[config.mk]
export PLATFORM = sky130hd
export DESIGN_NAME = spi_slave_sync
export DESIGN_NICKNAME = d
export VERILOG_FILES = /design/src/rtl/spi_slave_sync.sv
export SDC_FILE = /design/constraint.sdc
export NUM_CORES = 1
export LEC_CHECK = 0
export CORE_MARGIN = 2
export CORE_UTILIZATION = 28
export CTS_BUF_LIST = sky130_fd_sc_hd__clkbuf_8 sky130_fd_sc_hd__clkbuf_16
export DETAILED_ROUTE_END_ITERATION = 10
export PLACE_DENSITY = 0.46
export SLEW_MARGIN = 20
export SYNTH_ARGS = -nofsm -noshare
export SYNTH_HDL_FRONTEND = slang
export SYNTH_SLANG_ARGS = --single-unit
[constraint.sdc]
create_clock -name clk -period 1.9 [get_ports clk]
set_input_delay 0.38 -clock clk [delete_from_list [all_inputs] [get_ports clk]]
set_output_delay 0.38 -clock clk [all_outputs]
set_load 0.1 [all_outputs]
[src/rtl/spi_slave_sync.sv]
// SPI slave (mode 0 style, LSB first) sampled entirely in the clk domain.
// A frame is 8 bits master->slave followed by 8 bits slave->master while
// cs is low. The response byte is either a byte loaded by local logic or,
// if nothing was loaded since the previous frame, the byte just received.
module spi_slave_sync #(
    parameter int SYNC_STAGES = 2
) (
    input  logic       clk,
    input  logic       rst,
    input  logic       sclk,
    input  logic       cs,
    input  logic       mosi,
    output logic       miso,
    input  logic [7:0] tx_data,
    input  logic       tx_load,
    output logic [7:0] rx_data,
    output logic       rx_valid,
    output logic       frame_err,
    output logic       busy
);

    typedef enum logic [1:0] {
        IDLE = 2'd0,
        RX   = 2'd1,
        TX   = 2'd2,
        DONE = 2'd3
    } state_t;

    state_t state;

    logic [SYNC_STAGES-1:0] sclk_sync;
    logic [SYNC_STAGES-1:0] cs_sync;
    logic [SYNC_STAGES-1:0] mosi_sync;
    logic                   sclk_prev;
    logic                   cs_prev;

    logic [2:0] bit_cnt;
    logic [7:0] shift;
    logic [7:0] shadow;
    logic [7:0] tx_buf;
    logic       load_seen;

    // The synchronizers reset to "cs high" so a cs held low across reset
    // cannot open a frame: the block must first observe the real cs high.
    logic [1:0] prime_cnt;
    logic       armed;

    logic       sclk_cur;
    logic       cs_cur;
    logic       mosi_cur;
    logic       sclk_fall;
    logic       csn_rise;
    logic       prime_done;
    logic [7:0] rx_byte_next;
    logic [7:0] tx_pick;
    logic [2:0] bit_cnt_inc;

    assign sclk_cur     = sclk_sync[SYNC_STAGES-1];
    assign cs_cur       = cs_sync[SYNC_STAGES-1];
    assign mosi_cur     = mosi_sync[SYNC_STAGES-1];
    assign sclk_fall    = sclk_prev & ~sclk_cur;
    assign csn_rise     = ~cs_prev & cs_cur;
    assign prime_done   = (prime_cnt == 2'd3);
    assign rx_byte_next = {mosi_cur, shift[7:1]};
    assign bit_cnt_inc  = bit_cnt + 3'd1;

    // Response byte choice at the RX->TX hand-over; a load in that very
    // cycle wins over the buffered byte and over loopback.
    always_comb begin
        tx_pick = rx_byte_next;
        if (tx_load) begin
            tx_pick = tx_data;
        end else if (load_seen) begin
            tx_pick = tx_buf;
        end else begin
            tx_pick = rx_byte_next;
        end
    end

    // Input synchronizers and the one-cycle history used for edge detection.
    always_ff @(posedge clk or posedge rst) begin
        if (rst) begin
            sclk_sync <= '0;
            cs_sync   <= '1;
            mosi_sync <= '0;
            sclk_prev <= 1'b0;
            cs_prev   <= 1'b1;
        end else begin
            if (SYNC_STAGES > 1) begin
                sclk_sync <= {sclk_sync[SYNC_STAGES-2:0], sclk};
                cs_sync   <= {cs_sync[SYNC_STAGES-2:0], cs};
                mosi_sync <= {mosi_sync[SYNC_STAGES-2:0], mosi};
            end else begin
                sclk_sync <= sclk;
                cs_sync   <= cs;
                mosi_sync <= mosi;
            end
            sclk_prev <= sclk_cur;
            cs_prev   <= cs_cur;
        end
    end

    // Frame FSM with all outputs registered.
    always_ff @(posedge clk or posedge rst) begin
        if (rst) begin
            state     <= IDLE;
            bit_cnt   <= 3'd0;
            shift     <= 8'h00;
            shadow    <= 8'h00;
            tx_buf    <= 8'h00;
            load_seen <= 1'b0;
            prime_cnt <= 2'd0;
            armed     <= 1'b0;
            miso      <= 1'b0;
            rx_data   <= 8'h00;
            rx_valid  <= 1'b0;
            frame_err <= 1'b0;
            busy      <= 1'b0;
        end else begin
            rx_valid  <= 1'b0;
            frame_err <= 1'b0;

            if (!prime_done) begin
                prime_cnt <= prime_cnt + 2'd1;
            end

            if (prime_done && cs_cur) begin
                armed <= 1'b1;
            end

            // A load outside the hand-over cycle is buffered for the next frame.
            if (tx_load) begin
                tx_buf    <= tx_data;
                load_seen <= 1'b1;
            end

            case (state)
                IDLE: begin
                    miso <= 1'b0;
                    if (!cs_cur && armed) begin
                        state   <= RX;
                        bit_cnt <= 3'd0;
                        shift   <= 8'h00;
                        busy    <= 1'b1;
                    end
                end

                RX: begin
                    if (csn_rise) begin
                        frame_err <= 1'b1;
                        state     <= IDLE;
                        busy      <= 1'b0;
                        miso      <= 1'b0;
                        bit_cnt   <= 3'd0;
                        shift     <= 8'h00;
                    end else if (sclk_fall) begin
                        shift <= rx_byte_next;
                        if (bit_cnt == 3'd7) begin
                            rx_data   <= rx_byte_next;
                            rx_valid  <= 1'b1;
                            shadow    <= tx_pick;
                            miso      <= tx_pick[0];
                            load_seen <= 1'b0;
                            bit_cnt   <= 3'd0;
                            state     <= TX;
                        end else begin
                            bit_cnt <= bit_cnt_inc;
                        end
                    end
                end

                TX: begin
                    if (csn_rise) begin
                        frame_err <= 1'b1;
                        state     <= IDLE;
                        busy      <= 1'b0;
                        miso      <= 1'b0;
                        bit_cnt   <= 3'd0;
                    end else if (sclk_fall) begin
                        if (bit_cnt == 3'd7) begin
                            state   <= DONE;
                            miso    <= 1'b0;
                            bit_cnt <= 3'd0;
                        end else begin
                            bit_cnt <= bit_cnt_inc;
                            miso    <= shadow[bit_cnt_inc];
                        end
                    end
                end

                DONE: begin
                    miso <= 1'b0;
                    if (csn_rise) begin
                        state <= IDLE;
                        busy  <= 1'b0;
                    end
                end

                default: begin
                    state   <= IDLE;
                    busy    <= 1'b0;
                    miso    <= 1'b0;
                    bit_cnt <= 3'd0;
                end
            endcase
        end
    end

endmodule

# --- Word level (Yosys, flattened, before mapping) ---
# Cells that the tools add are included.
classes:
  bitwise_logic: 5
  eq_ne: 13
  multipliers: 0
  mux: 43
  shift: 0
  n_div: 0
  add_sub_neg: 2
  n_lt_le_gt_ge: 1
  reduce_logical: 15
ops:
  columns: ["op", "n"]
  rows:
  - ["$mux 8", 5]
  - ["$mux 1", 20]
  - ["$mux 2", 8]
  - ["$pmux 8 s2", 1]
  - ["$mux 3", 4]
  - ["$ne 3x3->1 const B", 4]
  - ["$reduce_and 3->1", 3]
  - ["$pmux 2 s4", 1]
  - ["$eq 2x2->1 const B", 3]
  - ["$pmux 3 s2", 1]
  - ["$reduce_and 6->1", 1]
  - ["$lt 3x4->1 const B", 1]
  - ["$ne 2x2->1 const B", 2]
  - ["$reduce_and 4->1", 1]
  - ["$reduce_bool 2->1", 2]
  - ["$reduce_or 2->1", 2]
  - ["$add 3x1->3 const B", 1]
  - ["$bmux 1 s3", 1]
  - ["$eq 3x3->1 const B", 1]
  - ["$ne 3x1->1 const B", 1]
  - ["$not 1->1", 3]
  - ["$pmux 1 s3", 1]
  - ["$reduce_or 3->1", 1]
  - ["$add 2x1->2 const B", 1]
  - ["8 further kinds", 10]
word_totals:
  ff_bits: 53
  in_bits: 14
  rom_bits: 0
  word_cells: 97
  latchBits: 0
  out_inout_bits: 12
  mem_bits_rw: 0
  n_memories: 0

# --- Logic depth before layout (Yosys ltp) ---
logic_depth:
  depth_word: 7
  depth_mapped: 7
  mapped_depth_nobuf: 6

# --- Least setup slack after synthesis ---
# OpenSTA, ideal clock, no wires.
synth_path:
  kind: "reg2reg"
  start: "reg bit_cnt[0]"
  end: "reg miso"
  arrival_time_ps: 1505
  stages_incl_launch_ff: 7
  n_path_buf: 0
  required_time_ps: 1771
  slack_ps: 266
  setup_time_ps: 129
  synth_period_minus_slack_ps: 1634
  path_cell_list: "dfrtp_1 ha_1 ha_1 or2_2 o2111ai_1 a211o_1 o22ai_1"
synth_via:
  elab_chain_cells: 7
  word_cells_on_any_way: 10
  classes_between: "add/sub (1); eq/ne (2); mux (6); reduce/logical (1)"
synth_rtl:
  columns: ["item", "line", "text"]
  rows:
  - ["start, declared", "37", "logic [2:0] bit_cnt;"]
  - ["start signal, assigned", "167", "bit_cnt <= bit_cnt_inc;"]
  - ["start signal, assigned", "185", "bit_cnt <= bit_cnt_inc;"]
  - ["$add 3x1->3", "65", "assign bit_cnt_inc = bit_cnt + 3'd1;"]
  - ["$bmux 1 s3", "186", "miso <= shadow[bit_cnt_inc];"]
  - ["$mux 1 (implied by the code)", "186", null]
  - ["$mux 1", "180", "if (bit_cnt == 3'd7) begin"]
  - ["$mux 1", "179", "end else if (sclk_fall) begin"]
  - ["$mux 1", "173", "if (csn_rise) begin"]
  - ["$pmux 1 s3", "137", "case (state)"]
  - ["end signal, assigned", "162", "miso <= tx_pick[0];"]
  - ["end signal, assigned", "186", null]
  - ["end, declared", "13", "output logic miso,"]
# Parallel ways exist; a longest one is shown, timed or not. The select of a mux whose other input is x is not followed.
# A chain may end at the register's enable or synchronous reset.

# --- Worst setup path in the final report ---
layout_path:
  start: "reg state[0]"
  end: "reg shift[7]"
layout_via:
  elab_chain_cells: 3
  word_cells_on_any_way: 7
  classes_between: "eq/ne (3); mux (1); reduce/logical (3)"
layout_rtl:
  columns: ["item", "line", "text"]
  rows:
  - ["start, declared", "29", "state_t state;"]
  - ["start signal, assigned", "106", "state <= IDLE;"]
  - ["start signal, assigned", "141", "state <= RX;"]
  - ["start signal, assigned", "151", "state <= IDLE;"]
  - ["$eq 2x1->1 or $logic_not 2->1 (tied branches)", "137", null]
  - ["$ne 3x3->1 (no line) (tied with other cells)", null, null]
  - ["$reduce_and 3->1 (no line)", null, null]
  - ["end signal, assigned", "157", "shift <= rx_byte_next;"]
  - ["end, declared", "38", "logic [7:0] shift;"]
# Parallel ways exist; a longest one is shown, timed or not.

==> results by group <==
Global routing
  – Gr usage total: a little over a tenth
  – First-pass GRT wire length: 7990 µm
  – Total gr overflow: 0
  – Vias in the first global route: 1549
  – Initial antenna violation count: 0
  – Largest net degree at the start of global routing: 53

Routing
  – Drt first pass iters: 4
  – Total Wirelength: 4640 µm
  – Post-DR wirelength/cell: 13.9 µm
  – ANT nets after route: 0
  – Vias post-DR: between 1000 and 1500
  – DR WL met3: ~130 µm
  – Drt via density: ~4.5
  – Met1 wire length: ~2300 µm
  – Initial drt markers: 65
  – Met2 routed WL: 2100 µm
  – DRC viols: 0
  – Uppermost routed layer: met4

Layout
  – Layout cells sized above 1: slightly above 30%
  – Finished Core Util: 36.9%
  – Synth-to-Final Area Change: 26.7%
  – Filler-free cell count of the finished design: about 330
  – # fillers: 813
  – Post-layout nets: ~250
  – FF+latch area: approximately 1300 µm²
  – Antenna Cells: 0
  – Area of the multi-input gates: roughly 1000 µm²

Clock tree
  – Max H-tree Level: 2
  – Clock latency at the later pin of the worst-skew pair: 0.31 ns
  – CTS tree: built
  – Sink Count: 52
  – CTS Buf Count: 5
  – Hold-fix buffers, CTS: 0
  – Max Root-Sink Buffers: 2
  – Clock root cell: clkbuf_8
  – Clk slew on worst S/H paths: about 0.1 ns

Logic synthesis
  – Synthesized netlist net count: approximately 220
  – EDFF count, synth: 0
  – Synthesized area per cell: 12.6 µm²
  – Ys flop type: dfrtp_1
  – Syn Inst Count: between 150 and 200
  – Cell variety after synth: 39
  – Post-Syn Area: around 2400 µm²
  – Seq/Total Area, Yosys: 54.1%
  – Ys async rst share: 100%
  – Synth warn: 0
  – #FFs+latches synth: between 50 and 60

STA
  – Finish-stage setup viols: 0
  – Crit share post-route: a little over nine tenths
  – Slew Limit Headroom: 70.9%
  – Setup TNS: 0 ns
  – Fmax: ~560 MHz
  – Slew at the pin with the worst max-slew slack: around 0.44 ns
  – Final Critical Period: 1.78 ns
  – RSZ-0062 raised after global routing: no
  – Clock skew: between 0.007 and 0.008 ns
  – Hold slack: between 0.3 and 0.4 ns
  – Pins Over Slew Limit: 0
  – Final hold viol count: 0

Worst setup path
  – Crit path max fanout: 7
  – Critical path endpoint category: register
  – Startpoint types: register
  – Worst Path Class, Setup: reg -> reg
  – Data arrival, critical path: between 1.5 and 2 ns
  – R2R Path Start: state[0]
  – CP required: 2.10 ns
  – R2r setup slk: about 0.12 ns
  – CP startpoint: state[0]

Floorplan
  – Boundary pin count: 26
  – Width of the die: approximately 97 µm
  – Die Y: roughly 97 µm
  – Rows: 33
  – Initial core utilization: between 20 and 30%
  – Core area: a little over 8000 µm²
  – Die area: 9380 µm²

Placed design
  – Placed insts: 325
  – # port buffers: 25
  – DPL Wire Length: 3340 µm
  – RD Place Congestion: around 0.8

Status
  – Status: completed

Power
  – LEAKAGE: around 1.5 nW
  – Power Density: 1020 nW/µm²
  – Total power: ~3.1 mW
  – Worst vdd ir: 0.443 mV

Hold path
  – Hold Path Origin: sclk_sync[0]
  – Hold/Removal Path Class: reg -> reg

Flow run
  – Max cap viols: 0
-- cell families (layout without fill, tap and decap cells) --
group | after synthesis | after routing | share of synthesized area (%)
adder cells (fa/ha/maj) | 9 | 9 | 4.67
AO/OA/AOI/OAI | 30 | 30 | 7.57
flip-flops | 52 | 52 | 54.1
AND/OR/NAND/NOR | 39 | 39 | 9.44
buffers and inverters | 21 | 58 | 3.68
XOR/XNOR | 1 | 1 | 0.363
multiplexers | 40 | 40 | 20.2
-- cell usage after synthesis (all sizes together), types with 2 or more instances --
cell,instances,share of area [%]
inv,15,2.3
and3,9,2.3
a21oi,4,0.83
nor3b,2,0.62
buf,3,0.88
dfrtp,49,51
mux2i,9,3.7
nor2,5,0.78
o21ai,18,3.9
clkbuf,3,0.47
ha,9,4.7
o211ai,2,0.83
dfstp,3,3.3
mux2,30,16
nand2,12,1.9
nand2b,2,0.62
or2,2,0.52
nor2b,2,0.83
-- path summary, 6_finish.rpt --
check | end | cells after the start
worst min-delay path | sclk_sync[1] | 0
worst min register to register | sclk_sync[1] | 0
max in group asynchronous | cs_sync[1] | 3
worst max-delay path | shift[7] | 5
worst max register to register | shift[7] | 5
min in group asynchronous | sclk_sync[0] | 3
-- repair_timing --
| action | 4_1_cts | 5_1_grt |
|---|---|---|
| resized for setup | 0 | 1 |
| buffers inserted | 0 | 1 |
| endpoints found under the setup margin | 0 | 8 |
-- layout by cell type (no fill, tap or decap), types with 2 or more instances in the layout --
cell type / Yosys / layout
nand2_1: 12 / 12
and3_1: 9 / 9
ha_1: 9 / 8
nor2_1: 5 / 5
mux2_4: 10 / 10
dfrtp_1: 49 / 49
clkdlybuf4s50_1: 0 / 13
o21ai_0: 16 / 16
mux2_2: 20 / 20
buf_12: 0 / 11
dfstp_2: 3 / 3
buf_4: 0 / 11
inv_1: 15 / 15
a21oi_1: 4 / 4
mux2i_1: 9 / 9
nor3b_1: 2 / 2
clkbuf_8: 0 / 5
-- critical path: stages (launching register included) --
cell	delay, ns
dfrtp_1	0.42
inv_1	0.10
ha_1	0.27
o21ai_1	0.24
o211ai_2	0.29
mux2_2	0.35
-- routing by layer --
| metal | up-vias | track usage, % |
|---|---|---|
| met2 | 20 | 15.5 |
| li1 | 738 | - |
| met1 | 736 | 15.2 |
| met3 | 5 | 2.31 |
| met5 | - | 0 |
| met4 | 0 | 4.23 |
-- layout make-up --
class,instances,share of cell area [%]
clock buffer,5,2.25
clock inverter,3,1.39
inverter,15,1.84
multi-input combinational,119,33.4
sequential,52,42.7
tap,105,4.29
timing repair buffer,35,14.2
-- where the power goes --
part | switching (mW) | internal [mW] | leakage [nW]
Clock | 0.387 | 0.393 | 0.0599
Sequential | 0.106 | 1.22 | 0.637
Combinational | 0.542 | 0.473 | 0.806
-- metrics by stage --
step	area [µm²]	worst slack, ns
after floorplan	2410	0.266
after global placement	2940	0.113
after detailed placement	2940	0.117
after CTS	3050	0.0972
after global routing	3060	0.0123
final	3060	0.115
-- state kept, by name, indices dropped and copies added (netlist names) --
| name | flops |
|---|---|
| shift | 7 |
| sclk_sync | 2 |
| mosi_sync | 2 |
| tx_buf | 8 |
| miso | 1 |
| rx_data | 8 |
| state | 2 |
| prime_cnt | 2 |
| bit_cnt | 3 |
| cs_sync | 2 |
| busy | 1 |
| cs_prev | 1 |
| frame_err | 1 |
| armed | 1 |
| load_seen | 1 |
| shadow | 8 |
| rx_valid | 1 |
| sclk_prev | 1 |
(Power assumes the default switching activity.)
